==> src/rtl/dcache_line_fill.sv <==
// Data-cache line fill engine. On a miss it issues one burst read for the
// whole line, collects the beats into a line buffer, forwards the requested
// word early (critical word), and writes the full line into the data RAM.
`ifndef DCACHE_B
`define DCACHE_B 5
`endif
`ifndef DCACHE_S
`define DCACHE_S 7
`endif

module dcache_line_fill #(
   parameter int DATA_WIDTH  = 32,
   parameter int OFFSET_SIZE = 2 ** (`DCACHE_B - 2)
) (
   input  logic                              clk,
   input  logic                              reset,
   input  logic                              miss_req,
   input  logic [31:0]                       miss_addr,
   output logic                              fill_busy,
   output logic                              fill_done,
   output logic                              crit_ok,
   output logic [DATA_WIDTH-1:0]             crit_data,
   output logic                              rd_req,
   output logic [31:0]                       rd_addr,
   output logic [7:0]                        rd_len,
   input  logic                              rd_addr_ok,
   input  logic [DATA_WIDTH-1:0]             rd_data,
   input  logic                              rd_data_ok,
   output logic [`DCACHE_S-1:0]              ram_addr,
   output logic [DATA_WIDTH*OFFSET_SIZE-1:0] ram_din,
   output logic                              ram_wen,
   output logic [1:0]                        ram_size,
   output logic [`DCACHE_B-3:0]              ram_offset,
   output logic [1:0]                        ram_bit_pos,
   output logic [1:0]                        o_dbg_state,
   output logic [31:0]                       o_dbg_addr
);

   // Handshakes: rd_req is the request valid; rd_addr and rd_len are held
   // constant while rd_req is high and rd_addr_ok is low, and the request is
   // taken in the cycle where rd_req and rd_addr_ok are both high.
   // rd_data_ok is a pure valid strobe: every beat it marks is consumed in
   // that cycle while receiving, and ignored in any other state.

   localparam int OFF_W = `DCACHE_B - 2;
   localparam int CNT_W = OFF_W + 1;

   typedef enum logic [1:0] {
      S_IDLE  = 2'd0,
      S_REQ   = 2'd1,
      S_RECV  = 2'd2,
      S_WRITE = 2'd3
   } state_t;

   state_t                              r_state;
   state_t                              w_next_state;
   logic [31:0]                         r_addr;
   logic [CNT_W-1:0]                    r_count;
   logic [DATA_WIDTH*OFFSET_SIZE-1:0]   r_line;
   logic                                r_crit_ok;
   logic [DATA_WIDTH-1:0]               r_crit_data;

   logic                                w_beat;
   logic                                w_last;
   logic                                w_is_crit;

   assign w_beat    = (r_state == S_RECV) && rd_data_ok;
   assign w_last    = (r_count == CNT_W'(OFFSET_SIZE - 1));
   assign w_is_crit = (r_count == {1'b0, r_addr[`DCACHE_B-1:2]});

   // State register
   always_ff @(posedge clk) begin
      if (reset) r_state <= S_IDLE;
      else       r_state <= w_next_state;
   end

   // Next-state decode and state-dependent outputs
   always_comb begin
      w_next_state = r_state;
      fill_busy    = 1'b1;
      fill_done    = 1'b0;
      ram_wen      = 1'b0;
      rd_req       = 1'b0;
      rd_addr      = 32'd0;
      rd_len       = 8'd0;
      case (r_state)
         S_IDLE: begin
            fill_busy = 1'b0;
            if (miss_req) w_next_state = S_REQ;
         end
         S_REQ: begin
            rd_req  = 1'b1;
            rd_addr = {r_addr[31:`DCACHE_B], {`DCACHE_B{1'b0}}};
            rd_len  = 8'(OFFSET_SIZE - 1);
            if (rd_addr_ok) w_next_state = S_RECV;
         end
         S_RECV: begin
            if (w_beat && w_last) w_next_state = S_WRITE;
         end
         S_WRITE: begin
            fill_done    = 1'b1;
            ram_wen      = 1'b1;
            w_next_state = S_IDLE;
         end
         default: begin
            fill_busy    = 1'b0;
            w_next_state = S_IDLE;
         end
      endcase
   end

   // Capture the miss address when a fill is accepted
   always_ff @(posedge clk) begin
      if (reset)                            r_addr <= 32'd0;
      else if (r_state == S_IDLE && miss_req) r_addr <= miss_addr;
   end

   // Beat counter: cleared when the burst is accepted, one step per beat
   always_ff @(posedge clk) begin
      if (reset)                                 r_count <= '0;
      else if (r_state == S_REQ && rd_addr_ok)   r_count <= '0;
      else if (w_beat)                           r_count <= r_count + CNT_W'(1);
   end

   // Line buffer: each beat lands in the word selected by the counter
   always_ff @(posedge clk) begin
      if (reset) begin
         r_line <= '0;
      end else begin
         for (int k = 0; k < OFFSET_SIZE; k++) begin
            if (w_beat && (r_count == CNT_W'(k)))
               r_line[k*DATA_WIDTH +: DATA_WIDTH] <= rd_data;
         end
      end
   end

   // Early-restart pulse one cycle after the requested word arrives
   always_ff @(posedge clk) begin
      if (reset) begin
         r_crit_ok   <= 1'b0;
         r_crit_data <= '0;
      end else begin
         r_crit_ok <= w_beat && w_is_crit;
         if (w_beat && w_is_crit) r_crit_data <= rd_data;
      end
   end

   assign crit_ok     = r_crit_ok;
   assign crit_data   = r_crit_data;
   assign ram_addr    = r_addr[`DCACHE_B+`DCACHE_S-1:`DCACHE_B];
   assign ram_din     = r_line;
   assign ram_size    = 2'b11;
   assign ram_offset  = '0;
   assign ram_bit_pos = 2'b00;
   assign o_dbg_state = r_state;
   assign o_dbg_addr  = r_addr;

endmodule
==> config.mk <==
export PLATFORM = sky130hd
export DESIGN_NAME = dcache_line_fill
export DESIGN_NICKNAME = d
export VERILOG_FILES = /design/src/rtl/dcache_line_fill.sv
export SDC_FILE = /design/constraint.sdc
export NUM_CORES = 1
export LEC_CHECK = 0
export BUFFER_PORTS_ARGS = -buffer_cell sky130_fd_sc_hd__buf_2
export CAP_MARGIN = 15
export CORE_MARGIN = 2
export CORE_UTILIZATION = 45
export DETAILED_ROUTE_END_ITERATION = 16
export GPL_TIMING_DRIVEN = 0
export PLACE_DENSITY_LB_ADDON = 0.25
export SYNTH_ARGS = -nofsm -noshare
export SYNTH_HDL_FRONTEND = slang
export SYNTH_SLANG_ARGS = --single-unit
export TNS_END_PERCENT = 50
==> constraint.sdc <==
create_clock -name clk -period 4.4 [get_ports clk]
set_input_delay 0.66 -clock clk [delete_from_list [all_inputs] [get_ports clk]]
set_output_delay 0.66 -clock clk [all_outputs]
set_load 0.02 [all_outputs]
# After elaboration in Yosys (flattened, before gate mapping)
# Cells that the tools add are included.
# classes
addsub,1
n_reduce_logical,16
muxes,9
eq_ne,14
# op_table
operator,n
$mux 32,1
$eq 4x3->1 const B,4
$logic_and 1x1->1,12
$eq 4x2->1 const B,2
$pmux 2 s4,1
$mux 2,3
$add 4x1->4 const B,1
$eq 2x2->1 const B,2
$eq 4x1->1 const B,1
$eq 4x3->1,1
$logic_not 4->1,1
$ne 2x2->1 const B,2
$mux 1,3
$mux 3,1
$reduce_and 3->1,1
$eq 2x1->1 const B,1
$logic_not 2->1,1
$ne 2x1->1 const B,1
$reduce_or 2->1,1
# totals
word_cells,53
in_bits,69
register_bits,327
out_inout_bits,381

# Longest topological paths before layout
# logic_depth
ltp_word,5
mapped_depth,8
ltp_nobuf,5

# Worst setup path after synthesis
# No wires, ideal clock.
# synth_timing
kind,register -> output
startpoint,register r_state[0] (netlist: o_dbg_state[0])
endpoint,output rd_addr[10]
arrival_time_ps,1571
path_stages_with_launch,5
slack_ps,2169
cell_sequence,dfxtp_1 -> ha_1 -> clkbuf_1 -> clkbuf_1 -> and2_1
# synth_between
elab_chain_cells,2
# synth_lines
element,line,rtl
"start, declared",55,state_t r_state;
"start signal, assigned",74,else r_state <= w_next_state;
$eq 2x1->1,86,case (r_state)
$mux 32,86,
"end, declared",24,"output logic [31:0] rd_addr,"
# No other way between the ends.

# Worst setup path in the final report
# layout_timing
startpoint,register r_state[1] (netlist: o_dbg_state[1])
endpoint,output rd_addr[13]
# Same word-level chain as after synthesis.

==> results.sh <==
export IMPL_dieArea_um2=30480
export IMPL_port_buffers=399
export IMPL_cp_data_required_time_ns=3.74
export IMPL_h_tree_depth=2
export IMPL_worst_clock_skew_ns=0.01044
export IMPL_crit_family="buffers and inverters"
export IMPL_slowest_delay_ns=0.40
export IMPL_cts_resized_gates=0
export IMPL_switching_share_pct=29.14
export IMPL_num_rows=62
export IMPL_report_final_setup_viol=0
export IMPL_ys_seq_area_share_pct=49.99
export IMPL_min_delay_path_depth=3
export IMPL_placed_area_um2=15630
export IMPL_synth_cell_types=31
export IMPL_grt_pass1_vias=12840
export IMPL_ctsLongestPathBuffers=3
export IMPL_worst_slew_pin_slew_ns=1.031
export IMPL_post_cts_setup_buffers=0
export IMPL_drv_slew=0
export IMPL_fill_cells=2703
export IMPL_stdcell_area_um2=16790
export IMPL_crit_fanout=10
export IMPL_grt_max_degree=13
export IMPL_core_area_um2=28700
export IMPL_max_freq_mhz=321.0
export IMPL_rr_startpoint="o_dbg_state[0]$_SDFFE_PP0P_"
export IMPL_syn_inst=1594
export IMPL_grt_use_met2_pct=53.08
export IMPL_drc=0
export IMPL_cts_buffers=37
export IMPL_max_slew_margin_pct=31.29
export IMPL_area_delta_synth_final_pct=28.20
export IMPL_reg2reg_depth=6
export IMPL_layout_cells_non_filler=2455
export IMPL_grt_met1_usage_pct=42.77
export IMPL_finalWorstSetupSlack_ns=1.285
export IMPL_chipWidth_um=174.6
export IMPL_hpwlAfterDp_um=37430
export IMPL_endpoint_kind="primary output"
export IMPL_synth_area_um2=13100
export IMPL_leakagePower_nw=7.032
export IMPL_combPwrFrac_pct=16.6
export IMPL_drive_gt1_share_pct=25.01
export IMPL_clockPowerShare_pct=40.4
export IMPL_yosys_register_bits=327
export IMPL_reg2reg_to="ram_din[215]$_SDFFE_PP0P_"
export IMPL_clock_root_buffer="clkbuf_16"
export IMPL_io_pins=450
export IMPL_p_switching_w=0.002151
export IMPL_antenna_left=0
export IMPL_start_util_pct=45.62
export IMPL_worst_hold_startpoint="miss_addr[28]"
export IMPL_pwr_share_seq_pct=43.0
export IMPL_cellPowerDensity_nw_per_um2=439.6
export IMPL_seq_area_um2=6546
export IMPL_use_met3_pct=7.898
export IMPL_period_share_pct=70.80
export IMPL_antenna_cells=0
export IMPL_path_cells="inv_1 -> ha_1 -> clkbuf_1 -> clkbuf_1 -> and2_1 -> buf_2"
export IMPL_multiInputGateArea_um2=5568
export IMPL_overflow=0
export IMPL_crit_slowest_cell="clkbuf_1"
export IMPL_dr_pass1_iters=5
export IMPL_status="complete, no violations"
export IMPL_cts_sinks=327
export IMPL_cts_tree="yes"
export IMPL_synth_yosys_warnings=0
export IMPL_cp_arrival_ns=2.46
export IMPL_p_int_w=0.005229
export IMPL_layout_nets=2124
export IMPL_antenna_found_initial=0
export IMPL_critical_path_most_common_cell="clkbuf_1"
export IMPL_grt_busiest_layer="met2"
export IMPL_pre_cts_ws_ns=1.894
export IMPL_r2r_slack_ns=2.05
export IMPL_die_h_um=174.6
export IMPL_avgSynthCellArea_um2=8.215
export IMPL_hold_viol_final=0
export IMPL_via_count=13890
export IMPL_place_gp_congestion=0.9045
export IMPL_worst_ir_drop_vdd_v=0.0002631
export IMPL_hold_end="o_dbg_addr[28]$_SDFFE_PP0P_"
export IMPL_fin_util_pct=58.49
export IMPL_tns_ns=0
export IMPL_cts_hold_buf=0
export IMPL_path_buf_inv=4
export IMPL_insertion_delay_ns=0.52
export IMPL_drt_iter0_drc=1323
export IMPL_vias_per_cell=5.659
export IMPL_clkSlewWorstSetupHoldPaths_ns=0.06
export IMPL_routedWlPerCell_um=21.52
export IMPL_rsz0062_at_grt="false"
export IMPL_worstSetupPathType="register to primary output"
export IMPL_layout_min_cycle_time_ns=3.115
export IMPL_placed_cells=2392
export IMPL_grt_usage_pct=32.83
export IMPL_hp_class="input port to register"
export IMPL_totalWireLength_um=52840
export IMPL_start_kind="register"
export IMPL_drv_cap=0
export IMPL_grt_pass1_wl_um=77020
## power by group through the flow
stage / clock, W / sequential [W] / combinational (W)
after floorplan: 0 / 0.00336 / 0.000642
after global placement: 0 / 0.00323 / 0.00119
after detailed placement: 0 / 0.00323 / 0.00121
after CTS: 0.00299 / 0.00317 / 0.00121
after global routing: 0.00312 / 0.00319 / 0.00130
final: 0.00298 / 0.00317 / 0.00122
## kinds of logic (layout without fill, tap and decap cells)
kind of cell	after synthesis	after routing	synth area share, %
buffers and inverters	229	691	7.921
other	2	17	0.05735
flip-flops	327	327	49.99
XOR/XNOR	5	5	0.3345
multiplexers	33	33	2.522
AND/OR/NAND/NOR	440	440	17.31
AO/OA/AOI/OAI	550	550	21.10
adder cells (fa/ha/maj)	8	8	0.7644
## per-stage QoR
| step | total power (W) | hold slack (ns) |
|---|---|---|
| 6_report | 0.007379 | 0.3792 |
| 5_1_grt | 0.007610 | 0.3746 |
| 2_1_floorplan | 0.004006 | 0.5014 |
| 3_3_place_gp | 0.004418 | 0.4455 |
| 3_5_place_dp | 0.004440 | 0.4500 |
| 4_1_cts | 0.007374 | 0.3673 |
## cell usage in the layout (no fill, tap or decap)
cell type  instances
buf_4             28
or3_1              1
a21oi_1          290
nor2b_1            3
inv_1              6
a21o_1             1
dfxtp_1          327
nand2_1           67
and2_1            28
clkbuf_16         39
ha_1               8
xor2_1             3
xnor2_1            2
nand3_1          262
nand2b_1          67
clkbuf_1         158
mux2i_1           33
nand4b_1           1
nor4_4             1
clkbuf_8           5
conb_1            17
bufinv_16          1
nand3b_1           1
o21ai_1            5
or2_1              1
and3_1             4
inv_6              2
buf_1             10
a211oi_1           1
buf_2            433
nor2_1             3
clkinv_2           5
o21ai_0          252
nor3_1             1
a221o_1            1
buf_6              4
## synth_stat cells (all sizes together)
cell	n	share of area, %
nor3	1	0.038
a221o	1	0.076
and3	4	0.19
a21oi	290	11
buf	76	3.5
o21ai	257	9.8
mux2i	33	2.5
xor2	3	0.20
xnor2	2	0.13
and2	28	1.3
nand3	262	10
or2	1	0.048
nand2	67	1.9
clkbuf	147	4.2
nor2	3	0.086
nand4b	1	0.067
conb	2	0.057
a211oi	1	0.057
nor4	1	0.16
ha	8	0.76
nor2b	3	0.14
or3	1	0.048
nand3b	1	0.057
a21o	1	0.057
inv	6	0.17
dfxtp	327	50
nand2b	67	3.2
## flip-flops by register name (all words and copies together) (netlist names)
register / count
ram_din: 256
o_dbg_addr: 32
crit_ok: 1
o_dbg_state: 2
crit_data: 32
r_count: 4
## tightest hold or removal path: cells and delay by family
family / cells / cell delay (ns)
AO/OA/AOI/OAI: 1 / 0.05
buffers and inverters: 1 / 0.09
AND/OR/NAND/NOR: 1 / 0.05
## per-layer routing
layer / vias to the layer above / share of wire (%) / routed length [µm]
li1: 6377 / - / -
met1: 6692 / 41 / 21460
met2: 706 / 46 / 24460
met3: 117 / 9.7 / 5120
met4: 0 / 3.4 / 1799
met5: - / 0 / 0
## final cells by class
class                           instances  area share [%]
Tap cell                              384           2.862
Clock buffer                           55           6.469
Multi-Input combinational cell       1053           33.17
Buffer                                223           6.045
Timing Repair Buffer                  399           11.90
Sequential cell                       327           39.00
Clock inverter                          8          0.4323
Inverter                                6          0.1342
## worst max path at each step
stage                                 from                           to  cells past startpoint
2_1_floorplan  o_dbg_state[0]$_SDFFE_PP0P_                  rd_addr[10]                      4
3_3_place_gp                         reset  o_dbg_addr[11]$_SDFFE_PP0P_                      4
3_5_place_dp   o_dbg_state[1]$_SDFFE_PP0P_                   rd_addr[6]                      6
4_1_cts        o_dbg_state[1]$_SDFFE_PP0P_                  rd_addr[13]                      6
5_1_grt        o_dbg_state[1]$_SDFFE_PP0P_                  rd_addr[13]                      6
6_report       o_dbg_state[1]$_SDFFE_PP0P_                  rd_addr[13]                      6
(Power assumes the default switching activity.)
